--- src/rtl/io_read_ctrl.sv ---
// io_read_ctrl -- memory-stage read-return controller for memory-mapped I/O.
// Aligns decoder enables with the one-cycle latency of the synchronous RAMs,
// returns one read word per request and owns the four board push-buttons
// (2-flop synchronizer, debouncer, sticky press flags cleared on read).
// Build option: define IO_BTN_DEBOUNCE_EN to enable the debounce counters;
// when undefined the stable level is the synchronizer output directly.

module io_read_ctrl #(
   parameter int WIDTH           = 32,
   parameter int PIX_W           = 8,
   parameter int DEBOUNCE_CYCLES = 250000,
   parameter int CNT_W           = 18
) (
   input  logic             clk,
   input  logic             rst,
   input  logic             read_en,
   input  logic             mem_enb,
   input  logic             show_enb,
   input  logic             show_original_enb,
   input  logic             original_enb,
   input  logic             process_enb,
   input  logic             btn_enb,
   input  logic [1:0]       btn_selecc,
   input  logic [WIDTH-1:0] mem_rdata,
   input  logic [PIX_W-1:0] original_rdata,
   input  logic [PIX_W-1:0] process_rdata,
   input  logic [3:0]       buttons_raw,
   output logic [WIDTH-1:0] rdata,
   output logic             rdata_valid,
   output logic [3:0]       btn_pressed
);

   typedef enum logic [2:0] {
      SRC_NONE,
      SRC_MEM,
      SRC_ORIG,
      SRC_PROC,
      SRC_BTN
   } srcSel_t;

   // The debounce counter must be able to reach DEBOUNCE_CYCLES-1.
   if ((64'd1 << CNT_W) <= 64'(DEBOUNCE_CYCLES)) begin : gCntTooNarrow
      $error("io_read_ctrl: CNT_W too narrow for DEBOUNCE_CYCLES");
   end

   srcSel_t          w_srcNext;
   srcSel_t          r_srcSel;
   logic             r_valid;
   logic [1:0]       r_btnIdx;
   logic [WIDTH-1:0] w_rdataMux;
   logic [WIDTH-1:0] r_rdataHold;
   logic             w_writeOnlySel;

   logic [3:0]       r_sync1;
   logic [3:0]       r_sync2;
   logic [3:0]       w_stable;
   logic [3:0]       r_stablePrev;
   logic [3:0]       w_btnRise;
   logic [3:0]       w_btnClear;
   logic [3:0]       r_btnPressed;

   // Write-only registers are recognised so that a read of them resolves to no source.
   assign w_writeOnlySel = show_enb | show_original_enb;

   // Resolve the request source with fixed priority mem > original > process > button.
   always_comb begin
      w_srcNext = SRC_NONE;
      if (mem_enb) begin
         w_srcNext = SRC_MEM;
      end else if (original_enb) begin
         w_srcNext = SRC_ORIG;
      end else if (process_enb) begin
         w_srcNext = SRC_PROC;
      end else if (btn_enb) begin
         w_srcNext = SRC_BTN;
      end else if (w_writeOnlySel) begin
         w_srcNext = SRC_NONE;
      end
   end

   // Capture the request so the return lines up with the RAMs' one-cycle read latency.
   always_ff @(posedge clk or posedge rst) begin
      if (rst) begin
         r_valid  <= 1'b0;
         r_srcSel <= SRC_NONE;
         r_btnIdx <= 2'd0;
      end else begin
         r_valid  <= read_en;
         r_srcSel <= read_en ? w_srcNext : SRC_NONE;
         if (read_en) begin
            r_btnIdx <= btn_selecc;
         end
      end
   end

   // Select the return word from the RAM data now valid, or the current button flag.
   always_comb begin
      w_rdataMux = '0;
      case (r_srcSel)
         SRC_MEM:  w_rdataMux = mem_rdata;
         SRC_ORIG: w_rdataMux[PIX_W-1:0] = original_rdata;
         SRC_PROC: w_rdataMux[PIX_W-1:0] = process_rdata;
         SRC_BTN:  w_rdataMux[0] = r_btnPressed[r_btnIdx];
         default:  w_rdataMux = '0;
      endcase
   end

   // Keep the last returned word so rdata holds steady between reads.
   always_ff @(posedge clk or posedge rst) begin
      if (rst) begin
         r_rdataHold <= '0;
      end else if (r_valid) begin
         r_rdataHold <= w_rdataMux;
      end
   end

   assign rdata       = r_valid ? w_rdataMux : r_rdataHold;
   assign rdata_valid = r_valid;

   // Two-flop synchronizer for the asynchronous board buttons.
   always_ff @(posedge clk or posedge rst) begin
      if (rst) begin
         r_sync1 <= 4'b0;
         r_sync2 <= 4'b0;
      end else begin
         r_sync1 <= buttons_raw;
         r_sync2 <= r_sync1;
      end
   end

`ifdef IO_BTN_DEBOUNCE_EN
   localparam logic [CNT_W-1:0] CntLast = CNT_W'(DEBOUNCE_CYCLES - 1);

   logic [3:0]       r_stable;
   logic [CNT_W-1:0] r_debCnt [4];

   // Accept a new level only after it has disagreed with the stable level long enough.
   always_ff @(posedge clk or posedge rst) begin
      if (rst) begin
         r_stable <= 4'b0;
         for (int i = 0; i < 4; i++) begin
            r_debCnt[i] <= '0;
         end
      end else begin
         for (int i = 0; i < 4; i++) begin
            if (r_sync2[i] != r_stable[i]) begin
               if (r_debCnt[i] == CntLast) begin
                  r_stable[i] <= r_sync2[i];
                  r_debCnt[i] <= '0;
               end else begin
                  r_debCnt[i] <= r_debCnt[i] + 1'b1;
               end
            end else begin
               r_debCnt[i] <= '0;
            end
         end
      end
   end

   assign w_stable = r_stable;
`else
   assign w_stable = r_sync2;
`endif

   // A rising stable level sets the flag; a returned button read clears its bit, set wins.
   always_comb begin
      w_btnRise  = w_stable & ~r_stablePrev;
      w_btnClear = 4'b0;
      if (r_valid && (r_srcSel == SRC_BTN)) begin
         w_btnClear[r_btnIdx] = 1'b1;
      end
   end

   // Track the previous stable level and update the sticky press flags.
   always_ff @(posedge clk or posedge rst) begin
      if (rst) begin
         r_stablePrev <= 4'b0;
         r_btnPressed <= 4'b0;
      end else begin
         r_stablePrev <= w_stable;
         r_btnPressed <= (r_btnPressed & ~w_btnClear) | w_btnRise;
      end
   end

   assign btn_pressed = r_btnPressed;

endmodule
--- config.mk ---
export PLATFORM = sky130hd
export DESIGN_NAME = io_read_ctrl
export DESIGN_NICKNAME = d
export VERILOG_FILES = /design/src/rtl/io_read_ctrl.sv
export SDC_FILE = /design/constraint.sdc
export NUM_CORES = 1
export LEC_CHECK = 0
export ABC_CLOCK_PERIOD_IN_PS = 1950
export CAP_MARGIN = 20
export CORE_MARGIN = 1.5
export CORE_UTILIZATION = 40
export CTS_CLUSTER_DIAMETER = 150
export CTS_CLUSTER_SIZE = 30
export DETAILED_ROUTE_END_ITERATION = 7
export MAX_ROUTING_LAYER = met4
export PLACE_DENSITY = 0.86
export SKIP_CTS_REPAIR_TIMING = 1
export SLEW_MARGIN = 20
export SYNTH_ARGS = -nofsm -noshare
export SYNTH_HDL_FRONTEND = slang
export SYNTH_SLANG_ARGS = --single-unit
--- constraint.sdc ---
create_clock -name clk -period 1.95 [get_ports clk]
set_clock_uncertainty 0.2 [all_clocks]
set_input_delay 0.195 -clock clk [delete_from_list [all_inputs] [get_ports clk]]
set_output_delay 0.195 -clock clk [all_outputs]
set_load 0.05 [all_outputs]
# == After elaboration in Yosys (flattened, before gate mapping) ==
# Index checks and enable logic that the tools add are counted.
# W data, S select, Z words.
# word_totals
register_bits,54
out_inout_bits,37
word_cells,35
# op_classes
order_cmp,2
n_eq_ne,4
muxes,14
bitwise,5
reduce_logical,2
# ops
operator,n
$mux W32,1
$mux W24,1
$pmux W7 S3,1
$mux W3,5
$and A4 B4 Y4,2
$not A4 Y4,2
$eq A3 B2 Y1 const B,2
$mux W4,1
$or A4 B4 Y4,1
$pmux W1 S4,1
$eq A3 B1 Y1 const B,1
$eq A3 B3 Y1 const B,1
$lt A2 B3 Y1 const B,1
$bmux W1 S2,1
$demux W1 S2,1
$ge A2 B1 Y1 const B,1
$logic_and A1 B1 Y1,2
$mux W1,2

# == Longest topological paths before layout ==
# Gate-level depths: netlist (run 1).
# logic_depth
ltp_word,8
depth_mapped,5
ltp_nobuf,3

# == Least setup slack after synthesis (run 1) ==
# No wires, ideal clock.
# synth_path
path_kind,register to register
startpoint,"register r_btnPressed[1], in the netlist btn_pressed[1]"
endpoint,register r_rdataHold[0]
setup_ns,0.224
t_arrival_ns,1.927
required_time_ns,1.526
path_slack_ns,-0.401
path_stages_with_launch,4
path_buffers,0
synth_period_minus_slack_ns,2.351
path_cell_list,dfrtp_1 mux4_2 nand3_1 a41oi_1
# synth_between
elab_chain_len,4
# synth_lines
item,line,source
"start, declared",60,logic [3:0] r_btnPressed;
"start signal, assigned",181,r_btnPressed <= (r_btnPressed & ~w_btnClear) | w_btnRise;
$bmux W1 S2,103,SRC_BTN: w_rdataMux[0] = r_btnPressed[r_btnIdx];
$mux W1 (not written as such),103,
$pmux W1 S4,99,case (r_srcSel)
$mux W32,-,
named net rdata[0],28,"output logic [WIDTH-1:0] rdata,"
"end signal, assigned",113,r_rdataHold <= w_rdataMux;
"end, declared",51,logic [WIDTH-1:0] r_rdataHold;
# The timed path passes the listed nets, and every way through them passes these cells. The select of a mux whose other input is x is not followed.
# A chain may end at the register's enable or synchronous reset.

# == Final worst setup path (run 1) ==
# layout_path
startpoint,register r_srcSel[0]
endpoint,output rdata[25]
# layout_between
elab_chain_len,3
# layout_lines
item,line,source
"start, declared",47,srcSel_t r_srcSel;
"start signal, assigned",89,r_srcSel <= read_en ? w_srcNext : SRC_NONE;
$eq A3 B1 Y1,99,
$mux W24,99,
$mux W32,-,
"end, declared",28,
# Every way passes these cells.

==> impl_metrics.env, run 1 <==
export IMPL_yosysWarnings=0
export IMPL_avgSynthCellArea_um2=14.64
export IMPL_routed_via_count=1629
export IMPL_fin_nets=319
export IMPL_antenna_cells=0
export IMPL_max_freq_mhz=470.9
export IMPL_final_layout_size_suffix_gt1_frac=0.4514
export IMPL_rsz0062_at_grt="true"
export IMPL_cts_sinks=54
export IMPL_grt_pass1_vias=1642
export IMPL_hpwl_mm=3.879
export IMPL_syn_num_nets=207
export IMPL_die_y_um=75.60
export IMPL_io_pins=100
export IMPL_regToRegSetupSlack_ns=0.27
export IMPL_dr_pass1_iters=4
export IMPL_ys_seq_area_frac=0.6409
export IMPL_p_leak_nw=1.756
export IMPL_powerDensity_nw_per_um2=674.1
export IMPL_cp_start_kind="flop"
export IMPL_violations="negative setup slack"
export IMPL_coreArea_um2=5107
export IMPL_cp_arrival_ns=1.73
export IMPL_grt_pass1_wl_mm=7.665
export IMPL_min_period_ns=2.124
export IMPL_synth_area_um2=2108
export IMPL_cts_buffers=5
export IMPL_detail_route_antenna_nets=0
export IMPL_die_w_um=75.60
export IMPL_fin_tns_setup_ns=-4.748
export IMPL_area_growth_pct=93.83
export IMPL_vdd_drop_max_mv=0.5892
export IMPL_finalCritPeriodShare=1.089
export IMPL_antenna_found_initial=0
export IMPL_gp_congestion=0.8147
export IMPL_synth_seq_cells=54
export IMPL_final_instance_count_excl_fill=327
export IMPL_dp_cells=310
export IMPL_final_common_cell="clkdlybuf4s50_1"
export IMPL_drt_iter0_drc=55
export IMPL_crit_required_ns=1.55
export IMPL_cts_tree="yes"
export IMPL_drv_slew=0
export IMPL_hold_class="in2async"
export IMPL_grt_max_degree=32
export IMPL_worstPathMaxFanout=12
export IMPL_drv_cap=0
export IMPL_end_kind="primary output"
export IMPL_criticalPathCategory="reg2out"
export IMPL_rows=26
export IMPL_portBuffers=97
export IMPL_netlist_instances=144
export IMPL_initial_core_util=0.4128
export IMPL_dieArea_um2=5715
export IMPL_tightest_slew_ns=0.5003
export IMPL_clockRootBuffer="clkbuf_8"
export IMPL_finalSetupViolCount=32
export IMPL_final_cell_mix="clkdlybuf4s50_1, dfrtp_1, buf_12"
export IMPL_drt_wirelength_per_cell_um=18.43
export IMPL_drc_errors=0
export IMPL_cts_buffer_depth=2
export IMPL_hold_viol=0
export IMPL_clock_latency_ns=0.30
export IMPL_path_clk_slew_ns=0.10
export IMPL_groute_usage_overall=0.1878
export IMPL_worst_slack_ns=-0.1736
export IMPL_grt_overflow_total=0
export IMPL_cts_htree_levels=2
export IMPL_viasPerCell=4.982
export IMPL_finalWirelength_mm=6.025
export IMPL_slew_headroom=0.6654
export IMPL_status="finished with violations"
export IMPL_ys_types=28
-- Yosys cell counts, drive strengths merged --
cell      n  area share
a22o     24        0.10
nor2      3      0.0053
dfrtp    54        0.64
o21ai     7       0.017
nand3     1      0.0024
mux2     10       0.053
inv       6       0.011
nor3b     2       0.012
nand4bb   1      0.0053
clkbuf    3      0.0053
or3       1      0.0030
nand2     1      0.0018
a22oi     7       0.025
nor2b     2      0.0059
nand2b    2      0.0059
o31ai     1      0.0036
buf       6       0.023
and4b     1      0.0047
o21a      1      0.0036
o2bb2ai   7       0.050
mux4      1       0.011
a41oi     1      0.0042
nand3b    2      0.0071
-- registers in the layout (all words and copies together) (netlist names) --
name,count
rdata_valid,1
r_rdataHold,32
r_btnIdx,2
r_sync1,4
btn_pressed,4
r_srcSel,3
r_sync2,4
r_stablePrev,4
-- logic make-up (layout without fill, tap and decap cells) --
| kind of cell | after synthesis | in the layout | synth area share |
|---|---|---|---|
| flip-flops | 54 | 54 | 0.6410 |
| AO/OA/AOI/OAI | 48 | 48 | 0.2024 |
| buffers and inverters | 15 | 128 | 0.03857 |
| multiplexers | 11 | 11 | 0.06410 |
| AND/OR/NAND/NOR | 16 | 16 | 0.05400 |
-- worst max-delay path: stages, from the launching register on --
cell	delay, ns
dfrtp_2	0.46
nor2b_4	0.14
nor3b_4	0.15
buf_4	0.14
buf_12	0.14
a22o_4	0.24
buf_12	0.15
-- power breakdown --
group | internal, W | total (W) | leakage [nW] | switching (W)
registers | 0.00118 | 0.00123 | 0.675 | 0.0000436
logic | 0.000429 | 0.000796 | 1.03 | 0.000367
clock network | 0.000383 | 0.000732 | 0.0514 | 0.000348
total | 0.00200 | 0.00275 | 1.76 | 0.000759
-- final cells by class --
type,count,area (um2)
repair buffers,114,1474
flip-flops and latches,54,1358
multi-input cells,75,1032
fillers,292,1021
well taps,70,87.58
clock buffers,6,72.57
clock inverters,2,37.54
inverters,6,25.02
-- path summary, 6_finish.rpt --
path / startpoint / endpoint / cells after the start
max: r_srcSel[0] / rdata[25] / 6
min: rst / r_rdataHold[8] / 3
max reg2reg: r_srcSel[0] / r_rdataHold[2] / 5
min reg2reg: r_sync1[3] / r_sync2[3] / 0
max in group asynchronous: rst / r_srcSel[1] / 3
min in group clk: buttons_raw[2] / r_sync1[2] / 1
-- routing by layer --
| layer | track usage | vias up | wire length (um) | part of all wire |
|---|---|---|---|---|
| met4 | 0.05952 | 0 | 85 | 0.014 |
| li1 | - | 759 | - | - |
| met5 | - | - | 0 | 0 |
| met3 | 0.06349 | 8 | 470 | 0.078 |
| met1 | 0.2150 | 783 | 2209 | 0.37 |
| met2 | 0.3119 | 79 | 3260 | 0.54 |
-- through the flow --
stage	instance area (um2)	power, W	hold WS, ns	util	setup WS, ns
4_1_cts	3741	0.002676	0.05429	0.7325	-0.2436
6_report	4086	0.002755	0.05346	0.8001	-0.1736
3_3_place_gp	3631	0.001929	0.1339	0.7109	0.1238
5_1_grt	4086	0.002863	0.09660	0.8001	-0.2473
3_5_place_dp	3631	0.001946	0.1347	0.7109	0.1056
2_1_floorplan	2242	0.001575	0.02643	-	0.003481
Power figures use the tool's default switching activity.
==> inputs of run 2 (changes only) <==
Settings changed: CELL_PAD_IN_SITES_DETAIL_PLACEMENT set to 1, CELL_PAD_IN_SITES_GLOBAL_PLACEMENT set to 1, CORE_UTILIZATION 40 to 31, SETUP_SLACK_MARGIN set to 0.2, SLEW_MARGIN 20 to unset.
==> impl_metrics.env, run 2 (synthesis gave the netlist of run 1 again) <==
export IMPL_switching_share=0.2787
export IMPL_gp_congestion=0.6954
export IMPL_grt_overflow_total=0
export IMPL_cts_sinks=54
export IMPL_dr_pass1_iters=6
export IMPL_coreArea_um2=6459
export IMPL_largest_register="r_rdataHold"
export IMPL_die_w_um=85.47
export IMPL_vdd_drop_max_mv=0.4277
export IMPL_grt_pass1_vias=1827
export IMPL_internal_power_w=0.001994
export IMPL_powerDensity_nw_per_um2=670.8
export IMPL_rows=29
export IMPL_p_seq_frac=0.444
export IMPL_rsz0062_at_grt="true"
export IMPL_cp_start_kind="flop"
export IMPL_groute_usage_overall=0.1630
export IMPL_antenna_cells=0
export IMPL_worstPathMaxFanout=6
export IMPL_clock_latency_ns=0.30
export IMPL_area_growth_pct=95.49
export IMPL_reg2reg_to="r_rdataHold[0]"
export IMPL_clkPwrFrac=0.268
export IMPL_cts_buffers=5
export IMPL_p_leak_nw=1.755
export IMPL_viasPerCell=4.904
export IMPL_finalSetupViolCount=32
export IMPL_path_clk_slew_ns=0.10
export IMPL_dieArea_um2=7304
export IMPL_dpl_cell_area_um2=3765
export IMPL_cp_arrival_ns=1.73
export IMPL_hold_class="in2async"
export IMPL_drv_slew=0
export IMPL_io_pins=100
export IMPL_power_total_w=0.002765
export IMPL_criticalPathCategory="reg2out"
export IMPL_finalWirelength_mm=6.278
export IMPL_portBuffers=97
export IMPL_grt_pass1_wl_mm=8.852
export IMPL_final_cell_mix="clkdlybuf4s50_1, dfrtp_1, buf_12"
export IMPL_final_layout_size_suffix_gt1_frac=0.4336
export IMPL_clockRootBuffer="clkbuf_8"
export IMPL_die_y_um=85.47
export IMPL_drv_cap=0
export IMPL_cts_buffer_depth=2
export IMPL_finalCritPeriodShare=1.088
export IMPL_cts_tree="yes"
export IMPL_drt_wirelength_per_cell_um=18.85
export IMPL_antenna_found_initial=0
export IMPL_min_period_ns=2.121
export IMPL_r2r_cells=4
export IMPL_end_kind="primary output"
export IMPL_regToRegSetupSlack_ns=0.30
export IMPL_crit_required_ns=1.55
export IMPL_comb_power_share=0.288
export IMPL_cts_htree_levels=2
export IMPL_tightest_slew_ns=0.5235
export IMPL_fin_nets=318
export IMPL_final_common_cell="clkdlybuf4s50_1"
export IMPL_worst_slack_ns=-0.1707
export IMPL_slew_headroom=0.6504
export IMPL_initial_core_util=0.3264
export IMPL_hpwl_mm=4.311
export IMPL_grt_max_degree=35
export IMPL_detail_route_antenna_nets=0
export IMPL_drc_errors=8
export IMPL_r2r_start="r_btnIdx[0]"
export IMPL_routed_via_count=1633
export IMPL_hold_viol=0
export IMPL_largest_reg_flops=32
export IMPL_drt_iter0_drc=68
export IMPL_design_area_um2=4121
export IMPL_status="finished with violations"
export IMPL_violations="design-rule violations, negative setup slack"
export IMPL_max_freq_mhz=471.5
export IMPL_switching_power_w=0.0007705
==> run 2: layout make-up <==
type                            instances  area [um2]
Inverter                                6       25.02
Tap cell                               77       96.34
Multi-Input combinational cell         75        1040
Fill cell                             562        2337
Clock buffer                            6       72.57
Clock inverter                          2       37.54
Sequential cell                        54        1361
Timing Repair Buffer                  113        1489
==> run 2: worst max-delay path by stage <==
| stage | startpoint | slack, ns | to |
|---|---|---|---|
| floorplan | rdata_valid | 0.11 | rdata[1] |
| global placement | r_srcSel[0] | 0.12 | rdata[1] |
| detailed placement | r_srcSel[0] | 0.04 | rdata[3] |
| CTS | r_srcSel[0] | -0.29 | rdata[3] |
| global route | r_srcSel[0] | -0.22 | rdata[23] |
| finish | r_srcSel[0] | -0.17 | rdata[23] |
==> run 2: power groups by stage <==
stage	combinational [W]	clock (W)	sequential, W
4_1_cts	0.000740	0.000758	0.00122
2_1_floorplan	0.000358	0	0.00124
3_5_place_dp	0.000739	0	0.00124
6_report	0.000796	0.000740	0.00123
5_1_grt	0.000833	0.000810	0.00123
3_3_place_gp	0.000725	0	0.00124
==> run 2: routing by layer <==
layer  wire length (um)  GRT usage  up-vias
li1                   -          -      756
met1               2432     0.1884      798
met2               3293     0.2770       77
met3                533    0.05350        2
met4                 19    0.03519        0
met5                  0          -        -
==> run 2: per-stage QoR <==
step	worst slack (ns)	setup TNS [ns]	instances	hold slack, ns	util
floorplan	0.1087	0	144	0.02643	-
global placement	0.1201	0	318	0.1337	0.5829
detailed placement	0.03898	0	318	0.1356	0.5829
CTS	-0.2935	-7.081	326	0.03580	0.6000
global route	-0.2248	-6.508	333	0.03639	0.6381
finish	-0.1707	-4.636	333	0.03228	0.6381
==> run 2: critical path, cell delays in order (launching register included) <==
cell       delay (ns)
dfrtp_2          0.45
nor2b_4          0.15
nor3b_4          0.14
buf_6            0.14
clkbuf_16        0.16
a22o_4           0.23
buf_12           0.15
